[src/rtl/superh16_rob_recovery_ctrl_if.sv]
// Flush-request channel between the retire stage (master) and the
// ROB recovery controller (slave). The request is held valid until ready.
interface superh16_rob_recovery_ctrl_if #(
  parameter int IDX_BITS   = 8,
  parameter int VADDR_BITS = 48
);
  logic                  flush_req_valid;
  logic                  flush_req_ready;
  logic                  flush_req_all;
  logic [IDX_BITS-1:0]   flush_req_keep_idx;
  logic [VADDR_BITS-1:0] flush_req_target;

  modport master (
    output flush_req_valid,
    output flush_req_all,
    output flush_req_keep_idx,
    output flush_req_target,
    input  flush_req_ready
  );

  modport slave (
    input  flush_req_valid,
    input  flush_req_all,
    input  flush_req_keep_idx,
    input  flush_req_target,
    output flush_req_ready
  );
endinterface

[src/rtl/superh16_rob_recovery_ctrl.sv]
// ROB rollback sequencer: walks squashed ROB entries youngest-first,
// WALK_WIDTH per cycle, emitting rename-map restores and free-list returns,
// then repositions the ROB tail and redirects fetch.
// Optional macro ROB_RECOVERY_PERF_EN adds saturating performance counters;
// without it the perf outputs are tied to zero.
module superh16_rob_recovery_ctrl #(
  parameter int ROB_ENTRIES = 240,
  parameter int IDX_BITS    = 8,
  parameter int WALK_WIDTH  = 4,
  parameter int PHYS_BITS   = 9,
  parameter int ARCH_BITS   = 5,
  parameter int VADDR_BITS  = 48
) (
  input  logic                            clk,
  input  logic                            rst,
  superh16_rob_recovery_ctrl_if.slave     flush_if,
  input  logic [IDX_BITS-1:0]             i_rob_head_idx,
  input  logic [IDX_BITS-1:0]             i_rob_tail_idx,
  input  logic [IDX_BITS:0]               i_rob_count,
  output logic [WALK_WIDTH*IDX_BITS-1:0]  o_rd_idx,
  input  logic [WALK_WIDTH-1:0]           i_rd_has_dst,
  input  logic [WALK_WIDTH*ARCH_BITS-1:0] i_rd_dst_arch,
  input  logic [WALK_WIDTH*PHYS_BITS-1:0] i_rd_dst_tag,
  input  logic [WALK_WIDTH*PHYS_BITS-1:0] i_rd_old_tag,
  output logic [WALK_WIDTH-1:0]           o_restore_valid,
  output logic [WALK_WIDTH*ARCH_BITS-1:0] o_restore_arch,
  output logic [WALK_WIDTH*PHYS_BITS-1:0] o_restore_tag,
  output logic [WALK_WIDTH-1:0]           o_free_valid,
  output logic [WALK_WIDTH*PHYS_BITS-1:0] o_free_tag,
  output logic                            o_rob_set_tail_valid,
  output logic [IDX_BITS-1:0]             o_rob_set_tail_idx,
  output logic                            o_redirect_valid,
  output logic [VADDR_BITS-1:0]           o_redirect_pc,
  output logic                            o_alloc_stall,
  output logic                            o_busy,
  output logic [31:0]                     o_perf_flush_cnt,
  output logic [31:0]                     o_perf_walk_cycles
);

  typedef enum logic [1:0] {
    ST_IDLE     = 2'd0,
    ST_WALK     = 2'd1,
    ST_REDIRECT = 2'd2
  } state_t;

  // Index arithmetic is done two bits wider so that a + ROB_ENTRIES never overflows.
  localparam logic [IDX_BITS+1:0] ENTRIES_W = (IDX_BITS+2)'(ROB_ENTRIES);
  localparam logic [IDX_BITS-1:0] LAST_IDX  = IDX_BITS'(ROB_ENTRIES - 1);
  localparam logic [IDX_BITS:0]   WW        = (IDX_BITS+1)'(WALK_WIDTH);
  localparam logic [IDX_BITS:0]   ONE       = (IDX_BITS+1)'(1);

  // (a - b) mod ROB_ENTRIES for a < ROB_ENTRIES and b <= ROB_ENTRIES.
  function automatic logic [IDX_BITS-1:0] idx_sub(input logic [IDX_BITS-1:0] a,
                                                  input logic [IDX_BITS:0]   b);
    logic [IDX_BITS+1:0] d;
    d = {2'b00, a} + ENTRIES_W - {1'b0, b};
    if (d >= ENTRIES_W) d = d - ENTRIES_W;
    return d[IDX_BITS-1:0];
  endfunction

  // (a + 1) mod ROB_ENTRIES.
  function automatic logic [IDX_BITS-1:0] idx_inc(input logic [IDX_BITS-1:0] a);
    return (a == LAST_IDX) ? '0 : a + 1'b1;
  endfunction

  state_t                r_state;
  state_t                w_state_next;
  logic [IDX_BITS-1:0]   r_cursor;
  logic [IDX_BITS:0]     r_remaining;
  logic [IDX_BITS-1:0]   r_new_tail;
  logic [VADDR_BITS-1:0] r_target;

  logic                  w_accept;
  logic                  w_ready;
  logic                  w_busy;
  logic                  w_in_walk;
  logic                  w_in_redirect;
  logic [IDX_BITS:0]     w_req_count;
  logic [IDX_BITS-1:0]   w_req_tail;
  logic [IDX_BITS-1:0]   w_req_cursor;
  logic [IDX_BITS:0]     w_active_cnt;
  logic [IDX_BITS-1:0]   w_cursor_next;
  logic [WALK_WIDTH-1:0] w_slot_active;
  logic [WALK_WIDTH-1:0] w_fire;

  assign w_in_walk     = (r_state == ST_WALK);
  assign w_in_redirect = (r_state == ST_REDIRECT);
  assign w_accept      = flush_if.flush_req_valid & w_ready;

  // Squash count: whole ROB on exception, else everything younger than keep.
  assign w_req_cursor = idx_sub(i_rob_tail_idx, ONE);
  assign w_req_count  = flush_if.flush_req_all ? i_rob_count
                      : {1'b0, idx_sub(w_req_cursor, {1'b0, flush_if.flush_req_keep_idx})};
  assign w_req_tail   = flush_if.flush_req_all ? i_rob_head_idx
                      : idx_inc(flush_if.flush_req_keep_idx);

  assign w_active_cnt  = (r_remaining > WW) ? WW : r_remaining;
  assign w_cursor_next = idx_sub(r_cursor, w_active_cnt);

  // Next-state logic and control outputs.
  always_comb begin
    w_state_next         = r_state;
    w_ready              = 1'b0;
    w_busy               = 1'b0;
    o_rob_set_tail_valid = 1'b0;
    o_redirect_valid     = 1'b0;
    case (r_state)
      ST_IDLE: begin
        w_ready = 1'b1;
        if (flush_if.flush_req_valid) begin
          w_state_next = (w_req_count == '0) ? ST_REDIRECT : ST_WALK;
        end
      end
      ST_WALK: begin
        w_busy = 1'b1;
        if (r_remaining <= WW) w_state_next = ST_REDIRECT;
      end
      ST_REDIRECT: begin
        w_busy               = 1'b1;
        o_rob_set_tail_valid = 1'b1;
        o_redirect_valid     = 1'b1;
        w_state_next         = ST_IDLE;
      end
      default: w_state_next = ST_IDLE;
    endcase
  end

  assign flush_if.flush_req_ready = w_ready;
  assign o_busy                   = w_busy;
  assign o_alloc_stall            = flush_if.flush_req_valid | w_busy;
  assign o_rob_set_tail_idx       = w_in_redirect ? r_new_tail : '0;
  assign o_redirect_pc            = w_in_redirect ? r_target : '0;

  // State register.
  always_ff @(posedge clk or posedge rst) begin
    if (rst) r_state <= ST_IDLE;
    else     r_state <= w_state_next;
  end

  // Request capture and walk cursor/remaining bookkeeping.
  always_ff @(posedge clk or posedge rst) begin
    if (rst) begin
      r_cursor    <= '0;
      r_remaining <= '0;
      r_new_tail  <= '0;
      r_target    <= '0;
    end else if (w_accept) begin
      r_cursor    <= w_req_cursor;
      r_remaining <= w_req_count;
      r_new_tail  <= w_req_tail;
      r_target    <= flush_if.flush_req_target;
    end else if (w_in_walk) begin
      r_cursor    <= w_cursor_next;
      r_remaining <= r_remaining - w_active_cnt;
    end
  end

  // Per-slot read addressing and restore/free generation; slot 0 is youngest.
  genvar gi;
  generate
    for (gi = 0; gi < WALK_WIDTH; gi++) begin : g_slot
      localparam logic [IDX_BITS:0] K = (IDX_BITS+1)'(gi);
      logic [IDX_BITS-1:0] w_slot_idx;

      assign w_slot_idx        = idx_sub(r_cursor, K);
      assign w_slot_active[gi] = w_in_walk & (K < r_remaining);
      assign w_fire[gi]        = w_slot_active[gi] & i_rd_has_dst[gi];

      assign o_rd_idx[gi*IDX_BITS +: IDX_BITS] = w_in_walk ? w_slot_idx : '0;
      assign o_restore_valid[gi] = w_fire[gi];
      assign o_free_valid[gi]    = w_fire[gi];
      assign o_restore_arch[gi*ARCH_BITS +: ARCH_BITS] =
        w_fire[gi] ? i_rd_dst_arch[gi*ARCH_BITS +: ARCH_BITS] : '0;
      assign o_restore_tag[gi*PHYS_BITS +: PHYS_BITS] =
        w_fire[gi] ? i_rd_old_tag[gi*PHYS_BITS +: PHYS_BITS] : '0;
      assign o_free_tag[gi*PHYS_BITS +: PHYS_BITS] =
        w_fire[gi] ? i_rd_dst_tag[gi*PHYS_BITS +: PHYS_BITS] : '0;
    end
  endgenerate

`ifdef ROB_RECOVERY_PERF_EN
  logic [31:0] r_perf_flush_cnt;
  logic [31:0] r_perf_walk_cycles;

  // Saturating counters of accepted flushes and cycles spent walking.
  always_ff @(posedge clk or posedge rst) begin
    if (rst) begin
      r_perf_flush_cnt   <= '0;
      r_perf_walk_cycles <= '0;
    end else begin
      if (w_accept && !(&r_perf_flush_cnt))
        r_perf_flush_cnt <= r_perf_flush_cnt + 32'd1;
      if (w_in_walk && !(&r_perf_walk_cycles))
        r_perf_walk_cycles <= r_perf_walk_cycles + 32'd1;
    end
  end

  assign o_perf_flush_cnt   = r_perf_flush_cnt;
  assign o_perf_walk_cycles = r_perf_walk_cycles;
`else
  assign o_perf_flush_cnt   = '0;
  assign o_perf_walk_cycles = '0;
`endif

endmodule

[src/flat_wrapper.sv]
// flat-port wrapper written by rule: the top's interface ports become plain ports
module superh16_rob_recovery_ctrl_flat 
#(
  parameter int ROB_ENTRIES = 240,
  parameter int IDX_BITS    = 8,
  parameter int WALK_WIDTH  = 4,
  parameter int PHYS_BITS   = 9,
  parameter int ARCH_BITS   = 5,
  parameter int VADDR_BITS  = 48
)
  (clk, rst, i_rob_head_idx, i_rob_tail_idx, i_rob_count, o_rd_idx, i_rd_has_dst, i_rd_dst_arch, i_rd_dst_tag, i_rd_old_tag, o_restore_valid, o_restore_arch, o_restore_tag, o_free_valid, o_free_tag, o_rob_set_tail_valid, o_rob_set_tail_idx, o_redirect_valid, o_redirect_pc, o_alloc_stall, o_busy, o_perf_flush_cnt, o_perf_walk_cycles, flush_if_flush_req_valid, flush_if_flush_req_all, flush_if_flush_req_keep_idx, flush_if_flush_req_target, flush_if_flush_req_ready);
  superh16_rob_recovery_ctrl_if #(.IDX_BITS(IDX_BITS), .VADDR_BITS(VADDR_BITS)) flush_if_i ();
  input  logic clk;
  input  logic rst;
  input  logic [IDX_BITS-1:0] i_rob_head_idx;
  input  logic [IDX_BITS-1:0] i_rob_tail_idx;
  input  logic [IDX_BITS:0] i_rob_count;
  output logic [WALK_WIDTH*IDX_BITS-1:0] o_rd_idx;
  input  logic [WALK_WIDTH-1:0] i_rd_has_dst;
  input  logic [WALK_WIDTH*ARCH_BITS-1:0] i_rd_dst_arch;
  input  logic [WALK_WIDTH*PHYS_BITS-1:0] i_rd_dst_tag;
  input  logic [WALK_WIDTH*PHYS_BITS-1:0] i_rd_old_tag;
  output logic [WALK_WIDTH-1:0] o_restore_valid;
  output logic [WALK_WIDTH*ARCH_BITS-1:0] o_restore_arch;
  output logic [WALK_WIDTH*PHYS_BITS-1:0] o_restore_tag;
  output logic [WALK_WIDTH-1:0] o_free_valid;
  output logic [WALK_WIDTH*PHYS_BITS-1:0] o_free_tag;
  output logic o_rob_set_tail_valid;
  output logic [IDX_BITS-1:0] o_rob_set_tail_idx;
  output logic o_redirect_valid;
  output logic [VADDR_BITS-1:0] o_redirect_pc;
  output logic o_alloc_stall;
  output logic o_busy;
  output logic [31:0] o_perf_flush_cnt;
  output logic [31:0] o_perf_walk_cycles;
  input wire logic [$bits(flush_if_i.flush_req_valid)-1:0] flush_if_flush_req_valid;
  input wire logic [$bits(flush_if_i.flush_req_all)-1:0] flush_if_flush_req_all;
  input wire logic [$bits(flush_if_i.flush_req_keep_idx)-1:0] flush_if_flush_req_keep_idx;
  input wire logic [$bits(flush_if_i.flush_req_target)-1:0] flush_if_flush_req_target;
  output wire logic [$bits(flush_if_i.flush_req_ready)-1:0] flush_if_flush_req_ready;
  assign flush_if_i.flush_req_valid = flush_if_flush_req_valid;
  assign flush_if_i.flush_req_all = flush_if_flush_req_all;
  assign flush_if_i.flush_req_keep_idx = flush_if_flush_req_keep_idx;
  assign flush_if_i.flush_req_target = flush_if_flush_req_target;
  assign flush_if_flush_req_ready = flush_if_i.flush_req_ready;
  superh16_rob_recovery_ctrl #(.ROB_ENTRIES(ROB_ENTRIES), .IDX_BITS(IDX_BITS), .WALK_WIDTH(WALK_WIDTH), .PHYS_BITS(PHYS_BITS), .ARCH_BITS(ARCH_BITS), .VADDR_BITS(VADDR_BITS)) u_core (.clk(clk), .rst(rst), .flush_if(flush_if_i), .i_rob_head_idx(i_rob_head_idx), .i_rob_tail_idx(i_rob_tail_idx), .i_rob_count(i_rob_count), .o_rd_idx(o_rd_idx), .i_rd_has_dst(i_rd_has_dst), .i_rd_dst_arch(i_rd_dst_arch), .i_rd_dst_tag(i_rd_dst_tag), .i_rd_old_tag(i_rd_old_tag), .o_restore_valid(o_restore_valid), .o_restore_arch(o_restore_arch), .o_restore_tag(o_restore_tag), .o_free_valid(o_free_valid), .o_free_tag(o_free_tag), .o_rob_set_tail_valid(o_rob_set_tail_valid), .o_rob_set_tail_idx(o_rob_set_tail_idx), .o_redirect_valid(o_redirect_valid), .o_redirect_pc(o_redirect_pc), .o_alloc_stall(o_alloc_stall), .o_busy(o_busy), .o_perf_flush_cnt(o_perf_flush_cnt), .o_perf_walk_cycles(o_perf_walk_cycles));
endmodule
[config.mk]
export PLATFORM = sky130hd
export DESIGN_NAME = superh16_rob_recovery_ctrl_flat
export DESIGN_NICKNAME = d
export VERILOG_FILES = /design/src/rtl/superh16_rob_recovery_ctrl_if.sv /design/src/rtl/superh16_rob_recovery_ctrl.sv /design/src/flat_wrapper.sv
export SDC_FILE = /design/constraint.sdc
export NUM_CORES = 1
export LEC_CHECK = 0
export CAP_MARGIN = 25
export CORE_AREA = 2 2 169 171
export CTS_CLUSTER_SIZE = 16
export DETAILED_ROUTE_END_ITERATION = 10
export DIE_AREA = 0 0 171 173
export PLACE_DENSITY = 0.68
export SLEW_MARGIN = 20
export SYNTH_ARGS = -nofsm -noshare
export SYNTH_HDL_FRONTEND = slang
export SYNTH_SLANG_ARGS = --single-unit
[constraint.sdc]
create_clock -name clk -period 4 [get_ports clk]
set_clock_uncertainty 0.2 [all_clocks]
set_input_delay 0.8 -clock clk [delete_from_list [all_inputs] [get_ports clk]]
set_output_delay 0.8 -clock clk [all_outputs]
set_load 0.005 [all_outputs]
==> flow_metrics.tcl <==
set metrics [dict create \
    r2r-start "u_core.r_remaining[3]$_DFFE_PP0P_" \
    grt-ovfl-total 0 \
    io_buffers 373 \
    wl_met3_mm 1.47 \
    seq_area_mm2 0.00188 \
    critPathCaptureType "flip-flop" \
    cts_tree "built" \
    post-route-min-period_ns 4.92 \
    synthToLayoutAreaGrowth_pct 76.6 \
    multi_input_area_mm2 0.00502 \
    sw_frac_of_total_pct 39.5 \
    drive_above_1_share_pct 19.7 \
    status "finished with violations" \
    cts_buffer_depth 2 \
    p_int_mw 4.55 \
    setup_ws_ns -0.919 \
    nNetsFinal 1490 \
    synth-compound-area-share_pct 10.6 \
    fmax_ghz 0.203 \
    synth_top_area_share_pct 26.9 \
    mostFrequentLayoutCell "clkdlybuf4s50_1" \
    critPathLaunchType "input port" \
    clkSinkCount 75 \
    critPathArrivalTime_ns 4.94 \
    grt_util_all_layers_pct 16.6 \
    yosys_warnings 0 \
    synthMuxAreaShare_pct 9.66 \
    dpl.hpwl_mm 20.8 \
    grt_max_degree 76 \
    min_path_type "reg -> reg" \
    setup_violations 6 \
    drt-met1-wl_mm 12.0 \
    insertion_delay_ns 0.33 \
    ios 438 \
    synth_area_leader_cell "dfrtp_1" \
    clk_pin_slew_ns 0.06 \
    max_cap_viol_count 0 \
    ys_seq_area_share_pct 26.9 \
    violations "negative setup slack" \
    finalCritPeriodShare_pct 123 \
    synth_edf_count 0 \
    worstHoldStart "u_core.r_new_tail[5]$_DFFE_PP0P_" \
    rows 61 \
    ctsHoldBuffers 0 \
    dieArea_mm2 0.0296 \
    avgViaCountPerCell 4.31 \
    pwr-share-comb_pct 70.8 \
    p_switching_mw 2.98 \
    required_ns 4.02 \
    synthArstFlopShare_pct 100 \
    rsz0062_at_grt "yes" \
    yosys-top-cells-area "dfrtp_1 27%, and2_1 14%, mux2_2 8.1%" \
    finalPower_mw 7.53 \
    synthFlopType "dfrtp_1" \
    postRouteWirelength_mm 25.7 \
    hold_viol 0 \
    final_cell_mix "362 x clkdlybuf4s50_1, 148 x and2_1, 85 x buf_4, 74 x dfrtp_1, 71 x conb_1" \
    cts_root_buffer "clkbuf_16" \
    start_util_pct 25.2 \
    nFillCells 2743 \
    final_util_pct 44.5 \
    synth_simple_gate_area_share_pct 26.0 \
    core_area_mm2 0.0276 \
    htreeDepth 3 \
    drtIter0Drc 331 \
    power_frac_seq_pct 18.2 \
    avgSynthCellArea_um2 8.42 \
    cts_buffers 9 \
    syn-instance-count 827 \
    wl_met2_mm 12.0 \
    finalMaxSlewViolations 0 \
    synth-xor-area-share_pct 6.66 \
    ant_nets 0 \
    gp_congestion 0.920 \
    ys_ff_latch 75 \
    yosysUniqueCellTypes 67 \
    drc_errors 0 \
    powerDensity_mw_per_mm2 612 \
    synthesis.area_mm2 0.00697 \
    p_clk_share_pct 11.0 \
    grt_pass1_wl_mm 38.7 \
    die_w_um 171 \
    vias 7098 \
    worst-setup-path-type "in -> reg" \
    path_max_fanout 5 \
    synth_top_family_by_area "simple AND/OR/NAND/NOR gates" \
    dr.pass1.iters 5 \
    startpoint "i_rob_tail_idx[3]" \
    grt_pass1_vias 6990 \
    slew_headroom_pct 50.7 \
    wire_per_inst_um 15.6 \
    irDropWorstVdd_uv 263 \
    place_ws_ns -1.62 \
    hold_ws_ns 0.270 \
    synth_fa_ha_area_share_pct 8.48 \
    worstMarginPinSlew_ns 0.738 \
    highest_layer "met5" \
    setup_tns_ns -3.30 \
    p_leak_nw 5.25 \
    die_h_um 173 \
    antenna_found_initial 5 \
]
-- cell families (layout without fill, tap and decap cells) --
logic type               after synthesis  count (layout)
AND/OR/NAND/NOR                      334             334
multiplexers                          61              61
other                                  2              72
flip-flops                            75              75
adder cells (fa/ha/maj)               46              46
XOR/XNOR                              53              53
AO/OA/AOI/OAI                        115             115
buffers and inverters                141             513
-- worst paths after layout --
path,to,cells past startpoint,slack [ns]
setup / recovery,u_core.r_state[0]$_DFFE_PP0P_,19,-0.92
hold / removal,u_core.r_new_tail[5]$_DFFE_PP0P_,2,0.27
setup reg to reg,u_core.r_cursor[6]$_DFFE_PP0P_,17,0.20
hold reg to reg,u_core.r_new_tail[5]$_DFFE_PP0P_,2,0.27
max in group asynchronous,u_core.r_cursor[0]$_DFFE_PP0P_,4,2.40
min in group asynchronous,u_core.r_target[30]$_DFFE_PP0P_,3,0.61
-- power groups by stage --
stage	Clock [mW]	Sequential (mW)	Combinational [mW]
after floorplan	0	1.30	2.86
after global placement	0	1.35	4.72
after detailed placement	0	1.37	4.79
after CTS	0.862	1.36	4.96
after global routing	0.896	1.43	5.86
final	0.830	1.37	5.33
-- worst max-delay path, cell delays in order --
cell       delay [ns]
buf_6            0.09
o41a_1           0.47
xnor2_2          0.17
ha_2             0.20
nand2_2          0.07
nand3_4          0.10
a2111oi_4        0.34
a41oi_2          0.08
xor2_1           0.20
ha_1             0.30
inv_2            0.05
ha_4             0.25
or4b_4           0.50
nand3_4          0.14
nand3_4          0.11
a31oi_4          0.21
a2bb2oi_2        0.08
or4_4            0.55
a31o_1           0.23
-- synthesized netlist by cell type (all sizes together), types with 17 or more instances --
master / n
xor2: 22
dfrtp: 75
nand3: 17
xnor2: 31
and2: 151
nor2: 60
buf: 76
ha: 44
a21oi: 30
o21ai: 38
inv: 32
nand2: 48
mux2: 50
clkbuf: 32
-- routing by layer --
metal / track usage [%] / vias up
met3: 3.71 / 20
met5: 0 / -
met2: 26.5 / 238
li1: - / 3514
met1: 23.4 / 3324
met4: 2.37 / 2
-- area by class of cell --
cell class	count	area share, %
timing repair buffer	464	36.4
sequential	75	15.3
inverter	33	1.17
clock buffer	9	1.83
clock inverter	7	0.651
antenna	1	0.0203
tap	378	3.84
multi-input combinational	680	40.8
-- registers in the layout, indices dropped and copies added, names as in the netlist --
name / cells
u_core.r_cursor: 8
u_core.r_target: 48
u_core.r_state: 2
u_core.r_new_tail: 8
u_core.r_remaining: 9
-- metrics by stage --
stage / instance area (µm²) / instances
after floorplan: 7290 / 896
after global placement: 11400 / 1611
after detailed placement: 11400 / 1611
after CTS: 11900 / 1633
after global routing: 12300 / 1646
final: 12300 / 1647
-- repair_timing --
action / 4_1_cts / 5_1_grt
cloned: 0 / 0
buffers inserted: 6 / 12
pin swaps: 18 / 24
endpoints found under the setup margin: 109 / 94
resized for setup: 53 / 62
(Power assumes the default switching activity.)
==> patch (config.mk and constraints unchanged) <==
`ARCH_BITS` is set to 5 in 2 places; all go to 10.
--- a/src/rtl/superh16_rob_recovery_ctrl.sv
+++ b/src/rtl/superh16_rob_recovery_ctrl.sv
@@ -8,7 +8,7 @@
   parameter int IDX_BITS    = 8,
   parameter int WALK_WIDTH  = 4,
   parameter int PHYS_BITS   = 9,
-  parameter int ARCH_BITS   = 5,
+  parameter int ARCH_BITS   = 10,
   parameter int VADDR_BITS  = 48
 ) (
   input  logic                            clk,
--- a/src/flat_wrapper.sv
+++ b/src/flat_wrapper.sv
@@ -5,7 +5,7 @@
   parameter int IDX_BITS    = 8,
   parameter int WALK_WIDTH  = 4,
   parameter int PHYS_BITS   = 9,
-  parameter int ARCH_BITS   = 5,
+  parameter int ARCH_BITS   = 10,
   parameter int VADDR_BITS  = 48
 )
   (clk, rst, i_rob_head_idx, i_rob_tail_idx, i_rob_count, o_rd_idx, i_rd_has_dst, i_rd_dst_arch, i_rd_dst_tag, i_rd_old_tag, o_restore_valid, o_restore_arch, o_restore_tag, o_free_valid, o_free_tag, o_rob_set_tail_valid, o_rob_set_tail_idx, o_redirect_valid, o_redirect_pc, o_alloc_stall, o_busy, o_perf_flush_cnt, o_perf_walk_cycles, flush_if_flush_req_valid, flush_if_flush_req_all, flush_if_flush_req_keep_idx, flush_if_flush_req_target, flush_if_flush_req_ready);
Interface: changed (resized i_rd_dst_arch and o_restore_arch); port bits go from 438 to 478. The function was not compared with the original's and may differ.
==> patch against the original RTL <==
The flow still finishes with violations (negative setup slack); first-iteration DRC count up 1.5%; wire length up 18%; cell area up 5.6%; count of clock-buffer cells in the layout up 2; sequential cell count unchanged; worst setup slack better by 0.22 ns; power up 3.5%; maximum frequency up 4.7%; area after synthesis up 3.2%; largest cell class unchanged; largest power group unchanged; highest routed layer is now met4.
==> patch: results (changes against the original RTL) <==
1st-iter DRT viols = 336 (+1.5%)
dpl hpwl = 24700 um (+19%)
CP max stage delay = 0.50 ns (-0.05 ns)
flop2flop setup slack = 0.28 ns (+0.08 ns)
nets = 1685 (+13%)
# Post-CTS Setup Buffers = 12 (+6)
setup tns final = -3.10 ns (+0.195 ns)
Slew headroom = 0.554 (+0.0471)
Num CTS Buffers = 9 (unchanged)
crit path to = u_core.r_state[1]$_DFFE_PP0P_
Pleak = 5.81 nW (+11%)
worst r2r path cells = 15 (-2)
biggest regs = u_core.r_target x48, u_core.r_remaining x9
initial antenna violation count = 0 (-5)
failing checks = negative setup slack
worst r2r src = u_core.r_remaining[4]$_DFFE_PP0P_
Area growth syn-to-layout = 80.7%
final worst setup slack = -0.698 ns (+0.221 ns)
CP arrival = 4.74 ns (-0.20 ns)
wire per inst = 16.7 um (+6.6%)
Area after DPL = 12000 um^2 (+5.6%)
Worst VDD drop = 0.257 mV (-2.3%)
pwr dens = 600 nW/um^2 (-2.0%)
total combinational power = 0.00562 W (+5.4%)
Synth area leaders = dfrtp_1, and2_1, nand2_1
register area share after synthesis = 0.261 (-0.00839)
CTS resizes = 65 (+23%)
crit path max-delay cell type = or4b_1
Post-synth top cells = nand2_1, and2_1, dfrtp_1
aggregate global-route resource usage = 0.192 (+0.0256)
Fill cells = 2686 (-2.1%)
DR vias = 7902 (+11%)
DR pass1 iterations = 4 (-1)
Int Power = 0.00452 W (-0.81%)
first-pass GRT wire length = 43700 um (+13%)
status = finished with violations
Setup-failing EPs final = 6 (unchanged)
PortBufs = 413 (+11%)
clock transition at the registers of the reported paths = 0.06 ns (about the same)
vias in the first global route = 7680 (+9.9%)
largest net degree at the start of global routing = 63 (-17%)
synth unique cells = 63 (-6.0%)
Hold Path Class = register to register
share of layout cells above drive strength 1 = 0.150 (-0.0475)
GPL Wtd Cong = 0.880 (-4.4%)
share of power burned in registers = 0.178 (-0.004)
patch: changes by cell type in the layout (fill, tap and decap cells not counted), moves of 4 or more:
cell	unedited run	this run
and2_1	148	173
o21ai_1	6	2
ha_1	34	30
nand2_1	44	188
mux2_2	50	0
buf_4	85	94
a211oi_2	4	0
clkdlybuf4s50_1	362	400
patch: kinds of logic (layout without fill, tap and decap cells):
| family | Yosys count | in the layout | synth area share |
|---|---|---|---|
| compound gates | 107 | 109 | 0.0936 |
| xor+xnor | 54 | 54 | 0.0658 |
| fa+ha+maj | 46 | 46 | 0.0821 |
| buf+inv | 156 | 565 | 0.121 |
| flops | 75 | 75 | 0.261 |
| mux | 13 | 13 | 0.0181 |
| other cells | 2 | 72 | 0.00104 |
| simple gates | 510 | 510 | 0.358 |
patch: cell type report:
cell class | instances | share of cell area
multi-input cells | 803 | 0.405
repair buffers | 513 | 0.380
clock inverters | 5 | 0.00270
inverters | 36 | 0.0117
well taps | 378 | 0.0364
flip-flops and latches | 75 | 0.145
clock buffers | 11 | 0.0195
diodes | 1 | 0.000193
patch: stage by stage:
stage	instances	hold slack [ns]	worst slack, ns
2_1_floorplan	1032	0.237	-0.811
3_3_place_gp	1779	0.249	-1.40
3_5_place_dp	1779	0.255	-1.64
4_1_cts	1807	0.269	-0.718
5_1_grt	1821	0.282	-0.862
6_report	1822	0.265	-0.698
patch: how the worst min path moves through the flow:
stage               cells past startpoint  slack (ns)                         endpoint                            start
finish                                  2        0.26  u_core.r_target[10]$_DFFE_PP0P_  u_core.r_target[10]$_DFFE_PP0P_
global route                            2        0.28  u_core.r_target[17]$_DFFE_PP0P_  u_core.r_target[17]$_DFFE_PP0P_
CTS                                     2        0.27  u_core.r_target[29]$_DFFE_PP0P_  u_core.r_target[29]$_DFFE_PP0P_
detailed placement                      2        0.25  u_core.r_target[29]$_DFFE_PP0P_  u_core.r_target[29]$_DFFE_PP0P_
global placement                        2        0.25  u_core.r_target[34]$_DFFE_PP0P_  u_core.r_target[34]$_DFFE_PP0P_
floorplan                               2        0.24   u_core.r_target[0]$_DFFE_PP0P_   u_core.r_target[0]$_DFFE_PP0P_
patch: worst register-to-register path, cell delays in order (launching register included):
cell	delay (ns)
dfrtp_1	0.41
or4_4	0.56
nor3_4	0.20
nand2b_1	0.10
inv_1	0.12
and2_1	0.14
ha_1	0.18
fa_1	0.20
nor2b_1	0.07
o21a_1	0.19
o21ai_2	0.17
a211oi_1	0.13
and3_2	0.28
or3_1	0.40
a31oi_1	0.15
a221oi_1	0.09
patch: per-layer routing:
layer  vias up  track usage  part of all wire
met5         -            0                 0
met4         0       0.0657             0.028
met3        37       0.0449             0.068
met2       294        0.361              0.53
met1      3637        0.207              0.38
li1       3934            -                 -
